### src/rtl/memcfg_seq.sv
`timescale 1ns/1ps
// memcfg_seq -- memory map configuration command initiator.
//
// On start, walks a contiguous range of logical pages and issues one
// configuration transaction per page (ad15=1, s_ strobed low) mapping it to
// successive physical frame words. Each transaction is handshaken against
// cok with a bounded wait on both the rising and the falling edge of cok.
// Progress (mapped) and the first failure (err, err_page) are reported.
//
// Ports:
//   clk, reset               clock; asynchronous active-high reset
//   start                    one-cycle run request (honoured in IDLE only)
//   abort                    stop the run at the next handshake-safe point
//   first_page[7:0]          first logical page of the run
//   first_frame[7:0]         {module[3:0], frame[3:0]} for the first page
//   count[7:0]               number of pages to walk
//   cok                      responder acknowledge
//   s_                       active-low bus strobe
//   ad15                     configuration qualifier, high while presenting
//   cfg_page[7:0]            page of the command being presented
//   cfg_frame[7:0]           frame word of the command being presented
//   busy, done               run in progress / run finished (sticky)
//   err[1:0]                 00 ok, 01 strobe timeout, 10 release timeout,
//                            11 aborted (sticky like done)
//   err_page[7:0]            page being handled when err was raised
//   mapped[7:0]              pages acknowledged in the current/last run
module memcfg_seq #(
  parameter int unsigned TIMEOUT = 255
) (
  input  logic       clk,
  input  logic       reset,
  input  logic       start,
  input  logic       abort,
  input  logic [7:0] first_page,
  input  logic [7:0] first_frame,
  input  logic [7:0] count,
  input  logic       cok,
  output logic       s_,
  output logic       ad15,
  output logic [7:0] cfg_page,
  output logic [7:0] cfg_frame,
  output logic       busy,
  output logic       done,
  output logic [1:0] err,
  output logic [7:0] err_page,
  output logic [7:0] mapped
);

  localparam logic [2:0] ST_IDLE    = 3'd0;
  localparam logic [2:0] ST_SETUP   = 3'd1;
  localparam logic [2:0] ST_STROBE  = 3'd2;
  localparam logic [2:0] ST_RELEASE = 3'd3;
  localparam logic [2:0] ST_DRAIN   = 3'd4;
  localparam logic [2:0] ST_NEXT    = 3'd5;
  localparam logic [2:0] ST_FIN     = 3'd6;

  localparam logic [1:0] ERR_OK      = 2'b00;
  localparam logic [1:0] ERR_STROBE  = 2'b01;
  localparam logic [1:0] ERR_RELEASE = 2'b10;
  localparam logic [1:0] ERR_ABORT   = 2'b11;

  localparam logic [7:0] TIMEOUT_C = 8'(TIMEOUT);

  logic [2:0] state_q, state_d;
  logic [7:0] timer_q, timer_d;
  logic [7:0] page_q, page_d;
  logic [7:0] frame_q, frame_d;
  logic [7:0] remaining_q, remaining_d;
  logic       abort_pend_q, abort_pend_d;
  logic       s_q, s_d;
  logic       ad15_q, ad15_d;
  logic [7:0] cfg_page_q, cfg_page_d;
  logic [7:0] cfg_frame_q, cfg_frame_d;
  logic       busy_q, busy_d;
  logic       done_q, done_d;
  logic [1:0] err_q, err_d;
  logic [7:0] err_page_q, err_page_d;
  logic [7:0] mapped_q, mapped_d;
  logic       timed_out;

  assign timed_out = (timer_q == TIMEOUT_C);

  always_comb begin
    // NOTE: every _d starts as its _q so no path through this block leaves a
    // variable unassigned; otherwise synthesis would infer a latch.
    state_d      = state_q;
    timer_d      = timer_q;
    page_d       = page_q;
    frame_d      = frame_q;
    remaining_d  = remaining_q;
    abort_pend_d = abort_pend_q;
    s_d          = s_q;
    ad15_d       = ad15_q;
    cfg_page_d   = cfg_page_q;
    cfg_frame_d  = cfg_frame_q;
    busy_d       = busy_q;
    done_d       = done_q;
    err_d        = err_q;
    err_page_d   = err_page_q;
    mapped_d     = mapped_q;

    case (state_q)
      ST_IDLE: begin
        if (start) begin
          page_d       = first_page;
          frame_d      = first_frame;
          remaining_d  = count;
          abort_pend_d = 1'b0;
          done_d       = 1'b0;
          err_d        = ERR_OK;
          err_page_d   = 8'd0;
          mapped_d     = 8'd0;
          busy_d       = 1'b1;
          state_d      = (count == 8'd0) ? ST_FIN : ST_SETUP;
        end
      end

      ST_SETUP: begin
        if (abort) begin
          err_d      = ERR_ABORT;
          err_page_d = page_q;
          state_d    = ST_FIN;
        end else if (page_q < 8'd2) begin
          // Pages 0 and 1 are reserved: skipped silently, frame still advances.
          state_d = ST_NEXT;
        end else begin
          cfg_page_d  = page_q;
          cfg_frame_d = frame_q;
          ad15_d      = 1'b1;
          state_d     = ST_STROBE;
        end
      end

      ST_STROBE: begin
        // The first STROBE cycle still has s_ high; the timeout window is
        // counted from the cycle s_ is actually low.
        timer_d = s_q ? 8'd0 : timer_q + 8'd1;
        s_d     = 1'b0;
        if (cok) begin
          s_d          = 1'b1;
          mapped_d     = mapped_q + 8'd1;
          abort_pend_d = abort_pend_q | abort;
          state_d      = ST_RELEASE;
        end else if (abort) begin
          s_d        = 1'b1;
          err_d      = ERR_ABORT;
          err_page_d = page_q;
          state_d    = ST_DRAIN;
        end else if (!s_q && timed_out) begin
          s_d        = 1'b1;
          err_d      = ERR_STROBE;
          err_page_d = page_q;
          state_d    = ST_DRAIN;
        end
      end

      ST_RELEASE: begin
        // Abort cannot cut a handshake short; remember it for NEXT.
        timer_d      = timer_q + 8'd1;
        abort_pend_d = abort_pend_q | abort;
        if (!cok) begin
          state_d = ST_NEXT;
        end else if (timed_out) begin
          err_d      = ERR_RELEASE;
          err_page_d = page_q;
          state_d    = ST_FIN;
        end
      end

      ST_DRAIN: begin
        timer_d = timer_q + 8'd1;
        if (!cok || timed_out) begin
          state_d = ST_FIN;
        end
      end

      ST_NEXT: begin
        if (abort || abort_pend_q) begin
          err_d      = ERR_ABORT;
          err_page_d = page_q;
          state_d    = ST_FIN;
        end else begin
          remaining_d = remaining_q - 8'd1;
          frame_d     = frame_q + 8'd1;
          page_d      = page_q + 8'd1;
          // Stop at page 0xFF rather than wrapping back to the reserved pages.
          state_d = (remaining_q == 8'd1 || page_q == 8'hFF) ? ST_FIN : ST_SETUP;
        end
      end

      ST_FIN: begin
        ad15_d  = 1'b0;
        busy_d  = 1'b0;
        done_d  = 1'b1;
        state_d = ST_IDLE;
      end

      default: state_d = ST_IDLE;
    endcase

    // Every timed state begins its window from zero.
    if (state_d != state_q) begin
      timer_d = 8'd0;
    end
  end

  always_ff @(posedge clk or posedge reset) begin
    if (reset) begin
      state_q      <= ST_IDLE;
      timer_q      <= 8'd0;
      page_q       <= 8'd0;
      frame_q      <= 8'd0;
      remaining_q  <= 8'd0;
      abort_pend_q <= 1'b0;
      s_q          <= 1'b1;
      ad15_q       <= 1'b0;
      cfg_page_q   <= 8'd0;
      cfg_frame_q  <= 8'd0;
      busy_q       <= 1'b0;
      done_q       <= 1'b0;
      err_q        <= ERR_OK;
      err_page_q   <= 8'd0;
      mapped_q     <= 8'd0;
    end else begin
      // NOTE: non-blocking assignments so every flop samples the values from
      // before this edge, independent of statement order.
      state_q      <= state_d;
      timer_q      <= timer_d;
      page_q       <= page_d;
      frame_q      <= frame_d;
      remaining_q  <= remaining_d;
      abort_pend_q <= abort_pend_d;
      s_q          <= s_d;
      ad15_q       <= ad15_d;
      cfg_page_q   <= cfg_page_d;
      cfg_frame_q  <= cfg_frame_d;
      busy_q       <= busy_d;
      done_q       <= done_d;
      err_q        <= err_d;
      err_page_q   <= err_page_d;
      mapped_q     <= mapped_d;
    end
  end

  assign s_        = s_q;
  assign ad15      = ad15_q;
  assign cfg_page  = cfg_page_q;
  assign cfg_frame = cfg_frame_q;
  assign busy      = busy_q;
  assign done      = done_q;
  assign err       = err_q;
  assign err_page  = err_page_q;
  assign mapped    = mapped_q;

endmodule

### config.mk
export PLATFORM = sky130hd
export DESIGN_NAME = memcfg_seq
export DESIGN_NICKNAME = d
export VERILOG_FILES = /design/src/rtl/memcfg_seq.sv
export SDC_FILE = /design/constraint.sdc
export NUM_CORES = 1
export LEC_CHECK = 0
export BUFFER_PORTS_ARGS = -buffer_cell sky130_fd_sc_hd__buf_2
export CAP_MARGIN = 0
export CORE_MARGIN = 2
export CORE_UTILIZATION = 50
export CTS_CLUSTER_SIZE = 20
export DETAILED_ROUTE_END_ITERATION = 16
export GPL_TIMING_DRIVEN = 0
export PLACE_DENSITY = 0.79
export SETUP_SLACK_MARGIN = 0.05
export SYNTH_ARGS = -nofsm -noshare
export SYNTH_HDL_FRONTEND = slang
export SYNTH_SLANG_ARGS = --single-unit
### constraint.sdc
create_clock -name clk -period 3.3 [get_ports clk]
set_clock_uncertainty 0.15 [all_clocks]
set_input_delay 0.165 -clock clk [delete_from_list [all_inputs] [get_ports clk]]
set_output_delay 0.165 -clock clk [all_outputs]
set_load 0.02 [all_outputs]
# Yosys cells after proc, flatten, opt, wreduce, memory -nomap -nowiden
# Index checks and enable logic that the tools add are counted.
dict set report op_classes {
  n_addsub 5
  multipliers 0
  div 0
  n_lt_le_gt_ge 1
  eq_ne 21
  shifts 0
  muxes 57
  bitwise 3
  n_reduce_logical 23
}
# op n
set ops {}
lappend ops {{$mux W8} 17}
lappend ops {{$pmux W8 S2} 5}
lappend ops {{$pmux W8 S5} 1}
lappend ops {{$mux W3} 12}
lappend ops {{$add A8 B1 Y8 const B} 4}
lappend ops {{$ne A2 B2 Y1 const B} 10}
lappend ops {{$pmux W3 S6} 1}
lappend ops {{$eq A8 B8 Y1 const B} 2}
lappend ops {{$mux W2} 8}
lappend ops {{$reduce_and A3 Y1} 5}
lappend ops {{$pmux W2 S5} 1}
lappend ops {{$eq A3 B3 Y1 const B} 3}
lappend ops {{$eq A8 B1 Y1 const B} 1}
lappend ops {{$logic_not A8 Y1} 1}
lappend ops {{$lt A8 B2 Y1 const B} 1}
lappend ops {{$mux W1} 8}
lappend ops {{$reduce_and A8 Y1} 1}
lappend ops {{$reduce_bool A2 Y1} 4}
lappend ops {{$sub A8 B1 Y8 const B} 1}
lappend ops {{$eq A3 B2 Y1 const B} 2}
lappend ops {{$pmux W1 S2} 3}
lappend ops {{$reduce_bool A3 Y1} 2}
lappend ops {{$reduce_bool A5 Y1} 1}
lappend ops {{$eq A3 B1 Y1 const B} 1}
lappend ops {{11 further kinds} 15}
dict set report totals {
  register_bits 74
  latch_bits 0
  ram_bits 0
  rom_bits 0
  input_bits 29
  n_memories 0
}

# Depth between registers and ports, before layout
# Gate-level depths: netlist (run 1).
dict set report logic_depth {
  ltp_word 8
  mapped_depth 8
  mapped_depth_nobuf 7
}

# Worst setup path before layout (run 1)
# No wires, ideal clock.
dict set report synth_path {
  path_type {register -> register}
  startpoint {reg timer_q[0]}
  endpoint {reg timer_q[1]}
  setup_ps 101
  arrival_time_ps 1978
  path_slack_ps 1071
  path_stages_with_launch 8
  path_cell_list {dfrtp_1 > ha_1 > nand3_1 > o31a_1 > o32ai_1 > or4_1 > a22o_2 > nor4_1}
}
dict set report synth_via {
  elab_chain_cells 8
  word_cells_on_any_way 16
}
# element line
set synth_lines {}
lappend synth_lines {{start: declaration} 65} ;# logic [7:0] timer_q, timer_d;
lappend synth_lines {{start signal: assignment} 228} ;# timer_q <= timer_d;
lappend synth_lines {{$eq A8 B8 Y1} 81} ;# assign timed_out = (timer_q == TIMEOUT_C);
lappend synth_lines {{$logic_and A1 B1 Y1} 149} ;# end else if (!s_q && timed_out) begin
lappend synth_lines {{$mux W3} 149}
lappend synth_lines {{$mux W3} 144} ;# end else if (abort) begin
lappend synth_lines {{$mux W3} 139} ;# if (cok) begin
lappend synth_lines {{$pmux W3 S6} 102} ;# case (state_q)
lappend synth_lines {{$ne A3 B3 Y1} 202} ;# if (state_d != state_q) begin
lappend synth_lines {{$reduce_bool A3 Y1 (no line) / $mux W8 (equally long branches)} -}
# Several ways; a longest one is shown, not always the timed one.
# A chain may end at the register's enable or synchronous reset.

# Final worst setup path (run 1)
dict set report layout_path {
  startpoint {reg state_q[0]}
  endpoint {reg page_q[6]}
}
dict set report layout_via {
  elab_chain_cells 3
  word_cells_on_any_way 7
}
# element line
set layout_lines {}
lappend layout_lines {{start: declaration} 64} ;# logic [2:0] state_q, state_d;
lappend layout_lines {{start signal: assignment} 227} ;# state_q <= state_d;
lappend layout_lines {{$eq A3 B3 Y1 / $logic_not A3 Y1 (equally long branches)} 102}
lappend layout_lines {{$ne A2 B2 Y1 (no line) / $reduce_bool A2 Y1 (equally long branches)} -}
lappend layout_lines {{$reduce_and A3 Y1 (no line)} -}
lappend layout_lines {{end signal: assignment} 229} ;# page_q <= page_d;
lappend layout_lines {{end: declaration} 66} ;# logic [7:0] page_q, page_d;
# Several ways; a longest one is shown, not always the timed one.

==> results.json, run 1 <==
{
  "outcome": "finished, final reports clean",
  "cts_sinks": 74,
  "ys_async_sr_fraction_pct": 100,
  "grt_pass1_wl_um": 16900,
  "grt_start_max_net_pins": 50,
  "floorplan.initialDensity_pct": 51.0,
  "vdd_drop_max_mv": 0.400,
  "beginning_of_the_critical_path": "state_q[0]$_DFF_PP0_",
  "hold_viol_final": 0,
  "synthMostInstantiatedCell": "sky130_fd_sc_hd__dfrtp_1",
  "dr_total_vias": 3766,
  "overflow": 0,
  "arrival_ns": 2.75,
  "synth_top_area_share_pct": 46.9,
  "worst_setup_path_end_kind": "flop",
  "totalPowerFinal_mw": 4.29,
  "filler_cell_count": 655,
  "timing.hold.worst_path_depth": 3,
  "ratio_of_routed_vias_to_standard_cells": 5.90,
  "gr-usage-all-layers_pct": 25.0,
  "drive_above_1_share_pct": 22.0,
  "num_antenna_cells": 0,
  "synthesis.area_per_instance_um2": 9.02,
  "synthesis.yosys.warnings": 0,
  "post_synth_instance_area_mm2": 0.00390,
  "synthDistinctLibCells": 53,
  "power.density_mw_per_mm2": 895,
  "grt_pass1_vias": 3637,
  "timing.critical_path.from_type": "flop",
  "reg2reg_from": "state_q[0]$_DFF_PP0_",
  "cts_tree": "done",
  "synth_largest_area_cell": "sky130_fd_sc_hd__dfrtp_1",
  "floorplan.die.height_um": 92.3,
  "detailedPlacementHpwl_um": 7010,
  "antenna_violations_before_repair": 0,
  "final.period_utilization_pct": 81.3,
  "wirelength_um": 10300,
  "clockBufferDepth": 2,
  "worstHoldStart": "first_frame[7]",
  "die_area_mm2": 0.00852,
  "fin_crit_period_ns": 2.68,
  "multiInputGateArea_mm2": 0.00186,
  "io_pins": 67,
  "synth.area.top_cells": "sky130_fd_sc_hd__dfrtp_1, sky130_fd_sc_hd__a21oi_1, sky130_fd_sc_hd__o21ai_0",
  "slew-limit-headroom_pct": 37.2,
  "grt_setup_unrepaired": "false",
  "number_of_pins_exceeding_their_max_slew_limit_in_the_final_report": 0,
  "cts.htree.levels": 3,
  "setup_bufs_post_cts": 0,
  "cts_inserted_buffers": 9,
  "clockRootBuffer": "sky130_fd_sc_hd__clkbuf_8",
  "fp.dieW_um": 92.3,
  "critical_path_required_ns": 3.36,
  "rows": 32,
  "finish.net_count": 566,
  "initialDrtViolationCount": 345,
  "fp.coreArea_mm2": 0.00765,
  "hold_class": "input port to flop",
  "insertion_delay_ns": 0.35,
  "syn_inst": 432,
  "detail_route.first_pass.iterations": 5,
  "worstPathMaxFanout": 10,
  "fmax_ghz": 0.373,
  "netlist_top_cells_count": "sky130_fd_sc_hd__dfrtp_1, sky130_fd_sc_hd__a21oi_1, sky130_fd_sc_hd__nor2_1, sky130_fd_sc_hd__o21ai_0, sky130_fd_sc_hd__nand2_1",
  "post_detailed_route_count_of_antenna_violating_nets": 0,
  "area_growth_pct": 23.0,
  "setup.worst_path.class": "flop to flop",
  "synth_seq_cells": 74,
  "total_leakage_power_nw": 2.18,
  "gp_congestion": 0.907,
  "maxCapViolations": 0,
  "wl_per_cell_um": 16.1,
  "synthFlopType": "sky130_fd_sc_hd__dfrtp_1",
  "port_buffers": 65,
  "setup_viol_count_final": 0,
  "synth_net_count": 467,
  "cts.clk_slew.worst_paths_ns": 0.08,
  "reg2regPathDepth": 7,
  "setup_tns_ns": 0,
  "post-route-drc-count": 0,
  "synth_enable_flop_cells": 0,
  "ys_seq_area_share_pct": 47.5,
  "worst_pin_slew_ns": 0.929,
  "layout.area.seq_mm2": 0.00185,
  "finalCoreUtilization_pct": 62.7
}
stage by stage:
stage	hold slack [ns]	setup slack [ns]	area (um2)	cells
after floorplan	0.148	1.07	3900	432
after global placement	0.248	0.221	4350	599
after detailed placement	0.0168	0.678	4380	600
after CTS	0.0118	0.662	4790	638
after global routing	0.0293	0.410	4790	638
final	0.0138	0.616	4790	638
area by class of cell:
cell class	count	area share [%]
Sequential cell	74	38.6
Clock inverter	6	1.36
Clock buffer	10	2.66
Tap cell	102	2.66
Timing Repair Buffer	88	12.0
Buffer	23	2.35
Inverter	19	1.54
Multi-Input combinational cell	316	38.8
critical path, stage by stage (launching register included):
cell and delay [ns]:
sky130_fd_sc_hd__dfrtp_1 0.37, sky130_fd_sc_hd__buf_4 0.16, sky130_fd_sc_hd__nor4b_1 0.80, sky130_fd_sc_hd__buf_2 0.37
sky130_fd_sc_hd__a21oi_1 0.09, sky130_fd_sc_hd__clkbuf_1 0.27, sky130_fd_sc_hd__o21ai_0 0.22, sky130_fd_sc_hd__o21ai_0 0.10
cells in the final DEF (no fill, tap or decap), types with 2 or more instances in the layout:
cell type	instances
sky130_fd_sc_hd__clkinv_2	2
sky130_fd_sc_hd__clkbuf_1	11
sky130_fd_sc_hd__ha_1	6
sky130_fd_sc_hd__xor2_1	10
sky130_fd_sc_hd__dlygate4sd3_1	22
sky130_fd_sc_hd__nand4_1	5
sky130_fd_sc_hd__buf_4	2
sky130_fd_sc_hd__a32oi_1	2
sky130_fd_sc_hd__inv_1	18
sky130_fd_sc_hd__nand3_1	27
sky130_fd_sc_hd__o22ai_1	8
sky130_fd_sc_hd__and3_1	7
sky130_fd_sc_hd__nand2_1	36
sky130_fd_sc_hd__a311oi_1	2
sky130_fd_sc_hd__mux2_2	15
sky130_fd_sc_hd__a21o_1	2
sky130_fd_sc_hd__nor3_1	13
sky130_fd_sc_hd__and2_1	3
sky130_fd_sc_hd__nand2b_1	4
sky130_fd_sc_hd__clkbuf_8	9
sky130_fd_sc_hd__nor3b_1	2
sky130_fd_sc_hd__buf_2	74
sky130_fd_sc_hd__o21ai_0	39
sky130_fd_sc_hd__nor4_1	13
sky130_fd_sc_hd__nor2b_1	4
sky130_fd_sc_hd__a31oi_1	7
sky130_fd_sc_hd__mux2i_1	3
sky130_fd_sc_hd__nor2_1	39
sky130_fd_sc_hd__or2_2	2
sky130_fd_sc_hd__o22a_1	3
sky130_fd_sc_hd__a211oi_1	4
sky130_fd_sc_hd__a21oi_1	40
sky130_fd_sc_hd__dfrtp_1	73
logic make-up after synthesis:
logic type	synth area share, %
compound gates	17.4
xor+xnor	2.47
fa+ha+maj	1.93
buf+inv	4.72
flops	47.5
mux	5.10
simple gates	20.9
state kept, by name, summed over array words and instances, names as in the netlist:
name / flops
cfg_page: 8
abort_pend_q: 1
ad15: 1
remaining_q: 8
timer_q: 8
s_: 1
page_q: 8
err_page: 8
state_q: 3
busy: 1
cfg_frame: 8
err: 2
done: 1
frame_q: 8
mapped: 8
per-layer routing:
metal,GRT usage (%),up-vias,wire length (um)
li1,-,1753,-
met1,34.1,1812,4450
met2,39.2,175,4910
met3,3.58,26,709
met4,12.9,0,223
met5,0,-,0
report_power, final:
| part | switching, mW | internal, mW |
|---|---|---|
| Combinational | 1.26 | 0.732 |
| Clock | 0.354 | 0.351 |
| Sequential | 0.325 | 1.27 |
| Total | 1.94 | 2.35 |
repair_timing:
| item | CTS | global route |
|---|---|---|
| hold buffers | 22 | 0 |
| resized for setup | 0 | 0 |
| setup endpoints to repair | 0 | 0 |
| endpoints found under the hold margin | 82 | 0 |
final timing paths:
check | end | slack, ns
min reg2reg | ad15$_DFFE_PP0P_ | 0.33
max reg2reg | page_q[6]$_DFFE_PP0P_ | 0.62
min | frame_q[7]$_DFFE_PP0P_ | 0.01
min in group asynchronous | mapped[5]$_DFFE_PP0P_ | 0.19
max | page_q[6]$_DFFE_PP0P_ | 0.62
max in group asynchronous | err_page[6]$_DFFE_PP0P_ | 2.26
Power figures use the tool's default switching activity.
==> run 2: changes to the inputs <==
Settings changed: PLACE_DENSITY 0.79 to 0.82.
Clock period 3.3 ns to 2.45 ns, I/O delays scaled along.
==> run 2 against run 1 <==
  * Wire length grew 0.64%
  * Worst hold slack gained 0.023 ns
  * Die area is the same
  * Via count grew 1.2%
  * Clock-buffer cell count is the same
  * Non-clock buffer count grew 7
  * First-iteration DRC count shrank 9.9%
  * Worst setup slack lost 0.54 ns
  * Critical endpoint is now timer_q[6]$_DFFE_PP0P_
  * Largest cell class unchanged
  * Largest power group unchanged
==> results.json, run 2 (synthesized netlist as in run 1, its figures left out) <==
{
  "cp_top_family": "simple AND/OR/NAND/NOR gates",
  "dr_total_vias": 3812,
  "commonest_non_fill_non_tap_cell_in_the_layout": "sky130_fd_sc_hd__buf_2",
  "cts_inserted_buffers": 9,
  "io_pins": 67,
  "slew-limit-headroom_pct": 40.5,
  "number_of_pins_exceeding_their_max_slew_limit_in_the_final_report": 0,
  "ratio_of_routed_vias_to_standard_cells": 5.91,
  "setup_viol_count_final": 0,
  "gp_congestion": 0.933,
  "post_detailed_route_count_of_antenna_violating_nets": 0,
  "drive_above_1_share_pct": 26.3,
  "hold_class": "input port to flop",
  "insertion_delay_ns": 0.36,
  "wirelength_um": 10400,
  "die_area_mm2": 0.00852,
  "fp.coreArea_mm2": 0.00765,
  "initialDrtViolationCount": 311,
  "cp_slowest_stage_delay_ns": 0.50,
  "clockBufferDepth": 2,
  "cts.htree.levels": 3,
  "floorplan.die.height_um": 92.3,
  "fmax_ghz": 0.422,
  "outcome": "finished, final reports clean",
  "fin_crit_period_ns": 2.37,
  "rows": 32,
  "grt_start_max_net_pins": 75,
  "overflow": 0,
  "worst_setup_path_end_kind": "flop",
  "hold_viol_final": 0,
  "setup_tns_ns": 0,
  "grt_setup_unrepaired": "true",
  "cts.clk_slew.worst_paths_ns": 0.08,
  "worstPathMaxFanout": 8,
  "floorplan.initialDensity_pct": 51.0,
  "placed_area_mm2": 0.00435,
  "cts_sinks": 74,
  "port_buffers": 65,
  "totalPowerFinal_mw": 6.03,
  "timing.critical_path.from_type": "flop",
  "arrival_ns": 2.47,
  "detail_route.first_pass.iterations": 5,
  "dr_wl_met3_um": 747,
  "route.met2.wl_um": 4860,
  "power.density_mw_per_mm2": 1220,
  "setup.worst_path.class": "flop to flop",
  "postLayoutCellArea_mm2": 0.00496,
  "vdd_drop_max_mv": 0.585,
  "critical_path_required_ns": 2.55,
  "wl_per_cell_um": 16.1,
  "hold-worst-slack_ns": 0.0369,
  "cts_tree": "done",
  "area_growth_pct": 27.2,
  "mostFrequentLayoutCells": "sky130_fd_sc_hd__buf_2, sky130_fd_sc_hd__dfrtp_1, sky130_fd_sc_hd__a21oi_1",
  "path_cells": "ha_2, nand3_2, o31a_1, o32ai_1, or4_1, a22o_4, nor4_1",
  "post-route-drc-count": 0,
  "num_antenna_cells": 0,
  "antenna_violations_before_repair": 0,
  "total_leakage_power_nw": 2.23,
  "clockRootBuffer": "sky130_fd_sc_hd__clkbuf_8",
  "crit_buf_inv": 0,
  "grt_pass1_wl_um": 16900,
  "cpMaxStageDelayCell": "sky130_fd_sc_hd__or4_1",
  "topRoutingLayerUsed": "met4",
  "wl_met1_um": 4520,
  "finish.net_count": 573,
  "worst_pin_slew_ns": 0.892,
  "detailedPlacementHpwl_um": 6860,
  "fp.dieW_um": 92.3,
  "gr-usage-all-layers_pct": 24.7,
  "maxCapViolations": 0,
  "grt_pass1_vias": 3559,
  "final.period_utilization_pct": 96.7
}
run 2: cell count changes in the layout (fill, tap and decap cells not counted), sizes merged:
cell,delta
buf,+2
clkbuf,+2
clkinv,-2
clkinvlp,+1
dlygate4sd3,+3
inv,+1
run 2: stage by stage:
| stage | util (%) | setup slack, ns | std cells |
|---|---|---|---|
| final | 64.9 | 0.0813 | 645 |
| after global routing | 64.9 | -0.0178 | 645 |
| after CTS | 63.6 | 0.0638 | 641 |
| after detailed placement | 56.9 | -0.146 | 599 |
| after global placement | 56.9 | -0.555 | 599 |
| after floorplan | - | 0.221 | 432 |
run 2: power by group:
| part | internal [mW] | total (mW) | switching (mW) |
|---|---|---|---|
| combinational | 1.07 | 2.84 | 1.78 |
| sequential | 1.72 | 2.17 | 0.454 |
| clock | 0.511 | 1.01 | 0.504 |
run 2: routing by layer:
layer | up-vias | GRT usage (%)
met3 | 21 | 3.17
met4 | 0 | 11.3
met5 | - | 0
li1 | 1773 | -
met1 | 1835 | 34.6
met2 | 183 | 38.7
run 2: repair_timing:
action / in CTS / in global routing
gates resized for setup: 10 / 21
pin swaps: 1 / 4
setup buffers: 1 / 4
endpoints found under the setup margin: 42 / 48
endpoints found under the hold margin: 98 / 0
hold buffers: 25 / 0
run 2: area by class of cell:
| cell class | count | area, um2 |
|---|---|---|
| Clock buffer | 10 | 138 |
| Clock inverter | 6 | 73.8 |
| Sequential cell | 74 | 1860 |
| Tap cell | 102 | 128 |
| Timing Repair Buffer | 95 | 613 |
| Fill cell | 598 | 2690 |
| Inverter | 19 | 73.8 |
| Buffer | 23 | 123 |
| Multi-Input combinational cell | 316 | 1950 |
run 2: worst paths after layout:
kind | startpoint | endpoint | slack (ns) | depth (start not counted)
max reg2reg | timer_q[0]$_DFFE_PP0P_ | timer_q[6]$_DFFE_PP0P_ | 0.08 | 7
min | abort | abort_pend_q$_DFFE_PP0P_ | 0.04 | 3
max | timer_q[0]$_DFFE_PP0P_ | timer_q[6]$_DFFE_PP0P_ | 0.08 | 7
min in group asynchronous | reset | mapped[6]$_DFFE_PP0P_ | 0.36 | 3
max in group asynchronous | reset | page_q[1]$_DFFE_PP0P_ | 1.16 | 3
min reg2reg | ad15$_DFFE_PP0P_ | ad15$_DFFE_PP0P_ | 0.34 | 1
run 2: tightest hold or removal path, delay by kind of cell:
family | cells | cell delay (ns)
buf+inv | 1 | 0.18
compound gates | 2 | 0.20
==> run 3: changes to the inputs <==
Settings changed: PLACE_DENSITY 0.82 to 0.79.
Clock period 2.45 ns to 2.7 ns, I/O delays scaled along.
==> run 3 against run 2 <==
  * Wire length increased by 0.72%
  * Critical path depth unchanged
  * Global-route usage increased by 0.31 points
  * Sequential power decreased by 10%
  * Final area decreased by 2.2%
  * Non-clock buffer count is 4 lower
  * Utilization is 1.4 points lower
  * Clock-buffer cell count unchanged
  * Final cell count shrank 0.62%
  * Critical path type unchanged
  * Critical endpoint is now mapped[5]$_DFFE_PP0P_
  * Largest cell class unchanged
==> results.json, run 3 (synthesized netlist as in run 1, its figures left out) <==
{
  "outcome": "finished, final reports clean",
  "clockBufferDepth": 2,
  "mostFrequentLayoutCells": "sky130_fd_sc_hd__buf_2, sky130_fd_sc_hd__dfrtp_1, sky130_fd_sc_hd__a21oi_1",
  "layout.area.seq_mm2": 0.00185,
  "floorplan.die.height_um": 92.3,
  "critical_path_required_ns": 2.79,
  "floorplan.initialDensity_pct": 51.0,
  "setup.worst_path.class": "flop to flop",
  "timing.critical_path.from_type": "flop",
  "power_frac_clock_pct": 16.2,
  "post-route-drc-count": 0,
  "setup.reg_to_reg.worst_slack_ns": 0.16,
  "grt_pass1_wl_um": 16900,
  "final.period_utilization_pct": 94.0,
  "area_growth_pct": 24.4,
  "total_leakage_power_nw": 2.20,
  "setup_viol_count_final": 0,
  "multiInputGateArea_mm2": 0.00189,
  "slew-limit-headroom_pct": 36.1,
  "io_pins": 67,
  "gp_congestion": 0.907,
  "final_cells": 641,
  "grt_start_max_net_pins": 50,
  "fp.coreArea_mm2": 0.00765,
  "worstHoldStart": "count[7]",
  "port_buffers": 65,
  "clockRootBuffer": "sky130_fd_sc_hd__clkbuf_8",
  "beginning_of_the_critical_path": "state_q[1]$_DFF_PP0_",
  "fp.dieW_um": 92.3,
  "setup_tns_ns": 0,
  "cts_tree": "done",
  "hold_class": "input port to flop",
  "finalCoreUtilization_pct": 63.4,
  "arrival_ns": 2.63,
  "worstPathMaxFanout": 10,
  "detailedPlacementHpwl_um": 7010,
  "vdd_drop_max_mv": 0.493,
  "worst_setup_path_end_kind": "flop",
  "detail_route.first_pass.iterations": 5,
  "sequential_power_share_pct": 36.8,
  "power_switching_mw": 2.40,
  "cts.htree.levels": 3,
  "combPwrFrac_pct": 47.0,
  "final.setup.worst_slack_ns": 0.163,
  "grt_setup_unrepaired": "true",
  "cts.clk_slew.worst_paths_ns": 0.08,
  "reg2reg_from": "state_q[1]$_DFF_PP0_",
  "fin_crit_period_ns": 2.54,
  "dr_total_vias": 3826,
  "die_area_mm2": 0.00852,
  "hold_viol_final": 0,
  "cts_sinks": 74,
  "ratio_of_routed_vias_to_standard_cells": 5.97,
  "worst_pin_slew_ns": 0.957,
  "power_report.internal_total_mw": 2.91,
  "maxCapViolations": 0,
  "grt_pass1_vias": 3642,
  "number_of_pins_exceeding_their_max_slew_limit_in_the_final_report": 0,
  "insertion_delay_ns": 0.35,
  "num_antenna_cells": 0,
  "hold-worst-slack_ns": 0.0178,
  "drive_above_1_share_pct": 23.2,
  "fmax_ghz": 0.394,
  "wl_per_cell_um": 16.3,
  "cts_inserted_buffers": 9,
  "gr-usage-all-layers_pct": 25.0,
  "antenna_violations_before_repair": 0,
  "commonest_non_fill_non_tap_cell_in_the_layout": "sky130_fd_sc_hd__buf_2",
  "rows": 32,
  "post_detailed_route_count_of_antenna_violating_nets": 0,
  "swShare_pct": 45.3,
  "wirelength_um": 10400,
  "power.density_mw_per_mm2": 1090,
  "cell_total_after_placement": 600,
  "filler_cell_count": 654,
  "finish.net_count": 569,
  "initialDrtViolationCount": 418,
  "place_ws_ns": 0.0781,
  "overflow": 0
}
run 3: changes by cell type in the layout (fill, tap and decap cells not counted), moves of 2 or more:
cell | previous run | this run
sky130_fd_sc_hd__buf_2 | 72 | 74
sky130_fd_sc_hd__buf_4 | 7 | 3
sky130_fd_sc_hd__clkbuf_1 | 6 | 10
sky130_fd_sc_hd__clkbuf_2 | 4 | 1
sky130_fd_sc_hd__clkbuf_4 | 2 | 0
sky130_fd_sc_hd__clkinv_2 | 0 | 2
sky130_fd_sc_hd__dfrtp_1 | 69 | 73
sky130_fd_sc_hd__dfrtp_2 | 4 | 0
sky130_fd_sc_hd__nor4_1 | 9 | 11
sky130_fd_sc_hd__o21ai_0 | 37 | 39
sky130_fd_sc_hd__o21ai_1 | 3 | 1
run 3: final cells by class:
type | count | area share [%]
plain buffers | 23 | 2.35
clock buffers | 10 | 2.63
clock inverters | 6 | 1.34
inverters | 19 | 1.52
multi-input cells | 316 | 38.9
flip-flops and latches | 74 | 38.2
well taps | 102 | 2.63
repair buffers | 91 | 12.4
run 3: metal layers:
| metal | GRT usage [%] | up-vias | part of all wire, % |
|---|---|---|---|
| met5 | 0 | - | 0 |
| met1 | 33.9 | 1830 | 42 |
| li1 | - | 1768 | - |
| met2 | 39.4 | 193 | 48 |
| met3 | 3.58 | 35 | 7.2 |
| met4 | 12.9 | 0 | 2.8 |
run 3: path summary, 6_finish.rpt:
| kind | endpoint | cells after the start |
|---|---|---|
| min in group asynchronous | mapped[7]$_DFFE_PP0P_ | 3 |
| max in group asynchronous | err_page[6]$_DFFE_PP0P_ | 4 |
| max | mapped[5]$_DFFE_PP0P_ | 7 |
| min | remaining_q[7]$_DFFE_PP0P_ | 3 |
| min reg2reg | ad15$_DFFE_PP0P_ | 1 |
| max reg2reg | mapped[5]$_DFFE_PP0P_ | 7 |
run 3: power by group through the flow:
stage | clock network, mW | logic (mW) | registers [mW]
floorplan | 0 | 1.44 | 2.14
global placement | 0 | 2.29 | 1.93
detailed placement | 0 | 2.37 | 1.96
CTS | 0.870 | 2.41 | 1.93
global route | 0.922 | 2.74 | 2.01
finish | 0.863 | 2.49 | 1.95
run 3: through the flow:
step                      power, mW  area (um2)
final                          5.31        4850
after global routing           5.67        4850
after CTS                      5.21        4810
after detailed placement       4.33        4380
after global placement         4.22        4350
after floorplan                3.58        3900
run 3: worst max-delay path: stages, from the launching register on:
cell,delay [ns]
sky130_fd_sc_hd__dfrtp_1,0.44
sky130_fd_sc_hd__buf_6,0.17
sky130_fd_sc_hd__nor3b_1,0.78
sky130_fd_sc_hd__a21o_2,0.33
sky130_fd_sc_hd__and4_4,0.26
sky130_fd_sc_hd__nand3_1,0.09
sky130_fd_sc_hd__xor2_1,0.14
sky130_fd_sc_hd__nor2_1,0.06
run 3: timing repair:
item | 4_1_cts | 5_1_grt
buffers inserted | 0 | 1
endpoints found under the setup margin | 0 | 32
endpoints found under the hold margin | 98 | 0
gates resized for setup | 0 | 7
hold buffers | 24 | 0
